[config.mk]
export PLATFORM = sky130hd
export DESIGN_NAME = joybus_poll_sched
export DESIGN_NICKNAME = d
export VERILOG_FILES = /design/src/rtl/joybus_poll_sched.sv
export SDC_FILE = /design/constraint.sdc
export NUM_CORES = 1
export LEC_CHECK = 0
export ABC_AREA = 1
export CORE_ASPECT_RATIO = 1.2
export CORE_UTILIZATION = 53
export CTS_CLUSTER_SIZE = 14
export DETAILED_ROUTE_END_ITERATION = 10
export GPL_TIMING_DRIVEN = 0
export PLACE_DENSITY = 0.77
export SYNTH_ARGS = -nofsm -noshare
export SYNTH_HDL_FRONTEND = slang
export SYNTH_SLANG_ARGS = --single-unit
[constraint.sdc]
create_clock -name clk -period 3.75 [get_ports clk]
set_clock_uncertainty 0.2 [all_clocks]
set_input_delay 0.9375 -clock clk [delete_from_list [all_inputs] [get_ports clk]]
set_output_delay 0.9375 -clock clk [all_outputs]
set_load 0.02 [all_outputs]
[src/rtl/joybus_poll_sched.sv]
// rtl/joybus_poll_sched.sv - JOYBUS probe/poll sequencer with retry, timeout and backoff.
// Optional macro POLL_STATS_EN adds the poll_total and timeout_total counters.
module joybus_poll_sched #(
  parameter int POLL_PERIOD   = 416667,
  parameter int RSP_TIMEOUT   = 2500,
  parameter int MAX_RETRY     = 3,
  parameter int PROBE_BACKOFF = 25000
) (
  input  logic        clk,
  input  logic        rst,
  output logic        host_start,
  output logic [7:0]  host_cmd,
  output logic [2:0]  host_rsp_bytes,
  input  logic        host_tx_done,
  input  logic        host_rx_done,
  input  logic [31:0] host_rx_data,
  input  logic        host_rx_err,
  output logic        cntlr_present,
  output logic [31:0] pad_state,
  output logic        pad_valid,
  output logic [1:0]  fail_cnt
`ifdef POLL_STATS_EN
  ,
  output logic [15:0] poll_total,
  output logic [15:0] timeout_total
`endif
);

  localparam int PW = $clog2(POLL_PERIOD);
  localparam int TW = $clog2(RSP_TIMEOUT);
  localparam int BW = $clog2(PROBE_BACKOFF);
  localparam logic [PW-1:0] PER_LAST = PW'(POLL_PERIOD - 1);
  localparam logic [TW-1:0] TMO_LAST = TW'(RSP_TIMEOUT - 1);
  localparam logic [BW-1:0] BO_LAST  = BW'(PROBE_BACKOFF - 1);

  typedef enum logic [2:0] {
    PROBE_ISSUE,
    POLL_ISSUE,
    WAIT_TX,
    WAIT_RX,
    POLL_WAIT,
    BACKOFF
  } state_t;

  state_t        state;
  logic          is_poll;
  logic [PW-1:0] period_cnt;
  logic [TW-1:0] tmo_cnt;
  logic [BW-1:0] backoff_cnt;

  logic       rx_ok;
  logic       tmo_hit;
  logic       txn_fail;
  logic [2:0] fail_next;

  assign rx_ok     = (state == WAIT_RX) && host_rx_done && !host_rx_err;
  assign tmo_hit   = (state == WAIT_RX) && !host_rx_done && (tmo_cnt == TMO_LAST);
  assign txn_fail  = ((state == WAIT_RX) && host_rx_done && host_rx_err) || tmo_hit;
  assign fail_next = {1'b0, fail_cnt} + 3'd1;

  always_ff @(posedge clk or posedge rst) begin
    if (rst) begin
      state          <= PROBE_ISSUE;
      is_poll        <= 1'b0;
      period_cnt     <= '0;
      tmo_cnt        <= '0;
      backoff_cnt    <= '0;
      host_start     <= 1'b0;
      host_cmd       <= 8'h00;
      host_rsp_bytes <= 3'd3;
      cntlr_present  <= 1'b0;
      pad_state      <= 32'h0;
      pad_valid      <= 1'b0;
      fail_cnt       <= 2'd0;
    end else begin
      host_start <= 1'b0;
      pad_valid  <= 1'b0;
      if (period_cnt != PER_LAST) period_cnt <= period_cnt + PW'(1);

      case (state)
        PROBE_ISSUE: begin
          host_start     <= 1'b1;
          host_cmd       <= 8'h00;
          host_rsp_bytes <= 3'd3;
          is_poll        <= 1'b0;
          state          <= WAIT_TX;
        end
        POLL_ISSUE: begin
          host_start     <= 1'b1;
          host_cmd       <= 8'h01;
          host_rsp_bytes <= 3'd4;
          is_poll        <= 1'b1;
          // The issue cycle itself counts as cycle 0, so the next value is 1.
          period_cnt     <= PW'(1);
          state          <= WAIT_TX;
        end
        WAIT_TX: begin
          if (host_tx_done) begin
            tmo_cnt <= '0;
            state   <= WAIT_RX;
          end
        end
        WAIT_RX: begin
          if (tmo_cnt != TMO_LAST) tmo_cnt <= tmo_cnt + TW'(1);
          if (rx_ok) begin
            fail_cnt <= 2'd0;
            state    <= POLL_WAIT;
            if (is_poll) begin
              pad_state <= host_rx_data;
              pad_valid <= 1'b1;
            end else begin
              cntlr_present <= 1'b1;
              // Pre-expire the period so the first poll follows right away.
              period_cnt    <= PER_LAST;
            end
          end else if (txn_fail) begin
            if (fail_next >= 3'(MAX_RETRY)) begin
              cntlr_present <= 1'b0;
              fail_cnt      <= 2'd0;
              pad_state     <= 32'h0;
              backoff_cnt   <= '0;
              state         <= BACKOFF;
            end else begin
              fail_cnt <= fail_next[1:0];
              state    <= is_poll ? POLL_ISSUE : PROBE_ISSUE;
            end
          end
        end
        POLL_WAIT: begin
          if (period_cnt == PER_LAST) state <= POLL_ISSUE;
        end
        BACKOFF: begin
          if (backoff_cnt == BO_LAST) state <= PROBE_ISSUE;
          else backoff_cnt <= backoff_cnt + BW'(1);
        end
        default: state <= PROBE_ISSUE;
      endcase
    end
  end

`ifdef POLL_STATS_EN
  always_ff @(posedge clk or posedge rst) begin
    if (rst) begin
      poll_total    <= 16'h0;
      timeout_total <= 16'h0;
    end else begin
      if (rx_ok && is_poll) poll_total <= poll_total + 16'd1;
      if (tmo_hit && (timeout_total != 16'hFFFF)) timeout_total <= timeout_total + 16'd1;
    end
  end
`endif

endmodule

* Word-level counts from Yosys, hierarchy flattened *
Index checks and enable logic that the tools add are counted.

cells by class
  order comparisons = 1
  $add $sub $neg = 4
  equal/unequal tests = 21
  mux-type cells = 38
  reductions and logical operators = 21

operators with widths
  kind                   count
  $mux 32                4
  $mux 15                4
  $mux 19                3
  $pmux 19 s2            1
  $pmux 15 s2            1
  $mux 12                2
  $pmux 12 s2            1
  $add 19x1->19 const B  1
  $eq 19x19->1 const B   1
  $ne 19x19->1 const B   1
  $mux 3                 6
  $ne 2x2->1 const B     8
  $pmux 8 s2             1
  $add 15x1->15 const B  1
  $eq 15x15->1 const B   1
  $pmux 3 s5             1
  $add 12x1->12 const B  1
  $eq 12x12->1 const B   1
  $ne 12x12->1 const B   1
  $reduce_and 4->1       3
  $reduce_bool 2->1      5
  $mux 1                 9
  $eq 3x2->1 const B     2
  $eq 3x3->1 const B     2
  other kinds (16)       24

word-level totals
  logic and storage cells = 97
  flip-flop bits (word level) = 98
  input bits = 37
  output and inout bits = 48

* Longest topological paths before layout *
  depth in word-level cells = 7
  depth in mapped cells = 11
  depth with buffers taken out = 11

* Least setup slack after synthesis *
Ideal clock, no wire load.

  path kind = input-to-reg
  start point = in host_rx_done
  end point = reg backoff_cnt[4]
  path buffers = 1
  data required time = 3433 ps
  setup time = 117 ps
  data arrival time = 1709 ps
  stages = 7
  slack = 1724 ps
  path through = nor3_1 > nand3_1 > nand3_2 > nand3_2 > buf_6 > nand2_1 > nand2_1

on the way
  cells in the longest elaborated chain, start to end = 6
  elaborated cells on any way between the ends = 10
  those cells by class = 2 x eq/ne; 8 x reduce/logical

RTL lines
  what                                   line  RTL
  from (decl)                            15    input logic host_rx_done,
  $logic_not 1->1                        57    assign tmo_hit = (state == WAIT_RX) && !host_rx_done && (tmo_cnt == TMO_LAST);
  $logic_and 1x1->1 (2 in a row)         57
  $logic_or 1x1->1                       58    assign txn_fail = ((state == WAIT_RX) && host_rx_done && host_rx_err) || tmo_hit;
  $ne 2x2->1 (no source line)            --
  $reduce_and 5->1 (no source line) (*)  --
  to (signal assigned)                   134   else backoff_cnt <= backoff_cnt + BW'(1);
  to (decl)                              49    logic [BW-1:0] backoff_cnt;

Mark *: on every way between the ends. The rest lies on a longest branch, timed or not.
A chain may end at the register's enable or synchronous reset.

* Worst setup path after layout *
  start point = reg host_rsp_bytes[1]
  end point = out host_rsp_bytes[1]

RTL lines
  what                    line  RTL
  from (decl)             13    output logic [2:0] host_rsp_bytes,
  from (signal assigned)  70    host_rsp_bytes <= 3'd3;
  from (signal assigned)  84    host_rsp_bytes <= 3'd3;
  from (signal assigned)  91    host_rsp_bytes <= 3'd4;

No word-level cell between the ends.

==> flow_summary.toml <==
[final_layout]
antennaDiodeCount = 0
n_fill_cell = 777
drive_gt1_frac = 0.0867
final_cells = 867
multiInputGateArea_mm2 = 0.00221
layout-area-overhead-vs-synth_pct = 24.5
regArea_mm2 = 0.00220
nets = 786

[setup_path]
critPathRequiredTime_ps = 2610
cp_max_fo = 3
criticalPathCategory = "flop to output port"
endpoint_kind = "output port"
slowest_stage = "clkdlybuf4s50_1"
arrival_ps = 1610
worstReg2RegStart = "tmo_cnt[0]$_DFFE_PP0P_"
start_kind = "flop"
path_cells = "buf_4 -> clkdlybuf4s50_1"
cp_slowest_stage_delay_ps = 590
critPathLaunch = "host_rsp_bytes[1]$_DFFE_PP1P_"
ff2ff_path_depth = 10

[synthesis]
yosysSeqAreaShare = 0.458
ys.warnings.count = 0
ys_top_cells_by_count = "nand2_1, dfrtp_1, nor2_1"
synth_area_leaders = "dfrtp_1, nand2_1, nor2_1"
synth-edff-count = 0
synthCells = 650
synth_top_area_frac = 0.453
synth.cell_area_mm2 = 0.00481
synth_area_per_cell_um2 = 7.40
yosysUniqueCellTypes = 38
synth_area_leader_cell = "dfrtp_1"
synth.most_common_cell = "nand2_1"
synth_ff_type = "dfrtp_1"
async_flop_share = 1.00
ys_ff_latch = 88

[floorplan]
die_w_um = 89.0
dieArea_mm2 = 0.00946
core_mm2 = 0.00870
rows = 37
start_util = 0.553
die_y_um = 106
ioPinCount = 85

[clock_network]
cts_tree = "built"
clk_pin_slew_ps = 80
cts_setup_buffers = 0
postCtsHoldBufs = 0
ctsResizeCount = 0
cts-htree-levels = 3
cts_max_path_buffers = 2
cts_sinks = 88
clock_latency_ps = 380
cts_buffers = 9
cts-root-buf = "clkbuf_8"

[route]
route.detailed.drc = 0
wl_per_cell_um = 13.3
drt_iter0_markers = 226
vias = 4464
routed_wl_um = 11500
via_per_inst = 5.15
drtPass1Iterations = 4
ant_nets = 0

[sta]
setup_viol = 0
period_needed_ps = 2750
drv_slew = 0
rsz0062_at_grt = "false"
slew_headroom = 0.659
setup_ws_ps = 999
min_period_over_period = 0.734
hold_viol = 0
fmax_mhz = 364
tightest_slew_ps = 512

[global_route]
antenna_found_initial = 0
grt_usage = 0.260
grt_pass1_wl_um = 19000
grt_pass1_vias = 4343
grt_max_degree = 53
grt.overflow.total = 0

[place]
io_buffers = 77
dp_hpwl_um = 8530
place.gp.congestion = 0.875
post-place-cells = 851
place_ws_ps = 980

[min_path]
holdCritStartpoint = "pad_state[3]$_DFFE_PP0P_"
hold-path-cell-count = 2
hold_path_class = "flop to flop"

[pwr]
ir_drop_mv = 0.299
leakagePower_nw = 2.90
power_mw = 3.52
p_per_area_mw_per_mm2 = 588

[run]
maxCapViolations = 0

[status]
outcome = "completed"
-- final cells by class --
| cell class | count | share of cell area |
|---|---|---|
| Clock buffer | 12 | 0.0259 |
| Multi-Input combinational cell | 479 | 0.369 |
| Inverter | 64 | 0.0405 |
| Clock inverter | 4 | 0.00878 |
| Buffer | 25 | 0.0301 |
| Tap cell | 117 | 0.0245 |
| Sequential cell | 88 | 0.368 |
| Timing Repair Buffer | 78 | 0.133 |
-- metal layers --
layer  track usage  part of all wire
met4         0.112             0.024
met1         0.311              0.44
met3        0.0528             0.040
met5             0                 0
met2         0.447              0.50
-- kinds of logic after synthesis --
group | synth area share
simple gates | 0.367
flops | 0.458
fa+ha+maj | 0.0104
other cells | 0.000780
buf+inv | 0.0874
xor+xnor | 0.0219
compound gates | 0.0546
-- cells in the final DEF, fill, tap and decap left out, types with 2 or more instances in the layout --
cell / n
o21ai_1: 2
inv_2: 6
ha_1: 4
conb_1: 7
xor2_1: 10
buf_2: 6
nor2_1: 71
nand3_1: 48
nand4_1: 18
nand3b_1: 4
nand2_2: 4
nor2_4: 2
clkbuf_8: 11
a31oi_1: 6
buf_6: 5
buf_4: 11
nor3_1: 7
or2_2: 7
nand2_1: 238
nand3_2: 3
clkinvlp_4: 3
clkdlybuf4s50_1: 77
a21oi_1: 8
o21ai_0: 26
clkbuf_1: 4
inv_1: 57
dfrtp_1: 87
xnor2_1: 2
-- where the power goes --
group / total [mW] / internal, mW / switching, mW / leakage [nW]
sequential: 1.37 / 1.19 / 0.185 / 1.16
clock: 0.692 / 0.344 / 0.348 / 0.0948
combinational: 1.45 / 0.602 / 0.851 / 1.64
total: 3.52 / 2.14 / 1.38 / 2.90
-- flip-flops by register name, indices dropped and copies added (netlist names) --
signal,cells
period_cnt,19
state,3
pad_valid,1
tmo_cnt,12
pad_state,32
host_rsp_bytes,2
fail_cnt,2
backoff_cnt,15
host_start,1
cntlr_present,1
-- path summary, 6_finish.rpt --
| kind | endpoint | slack (ps) |
|---|---|---|
| max in group asynchronous | host_rsp_bytes[1]$_DFFE_PP1P_ | 1940 |
| worst max-delay path | host_rsp_bytes[1] | 1000 |
| worst min register to register | pad_state[3]$_DFFE_PP0P_ | 280 |
| worst min-delay path | pad_state[3]$_DFFE_PP0P_ | 280 |
| worst max register to register | pad_state[6]$_DFFE_PP0P_ | 1570 |
| min in group asynchronous | pad_state[1]$_DFFE_PP0P_ | 740 |
-- critical path, delay by kind of cell, from the launching register on --
kind                   cells  cell delay, ps
buffers and inverters      2             690
DFF                        1             550
-- through the flow --
stage	util	setup TNS, ps	cell area (um2)	hold slack, ps
floorplan	-	0	4830	267
global placement	0.661	-91670	5750	252
detailed placement	0.664	0	5780	258
CTS	0.688	0	5990	279
global route	0.688	0	5990	297
finish	0.688	0	5990	276
(Power assumes the default switching activity.)
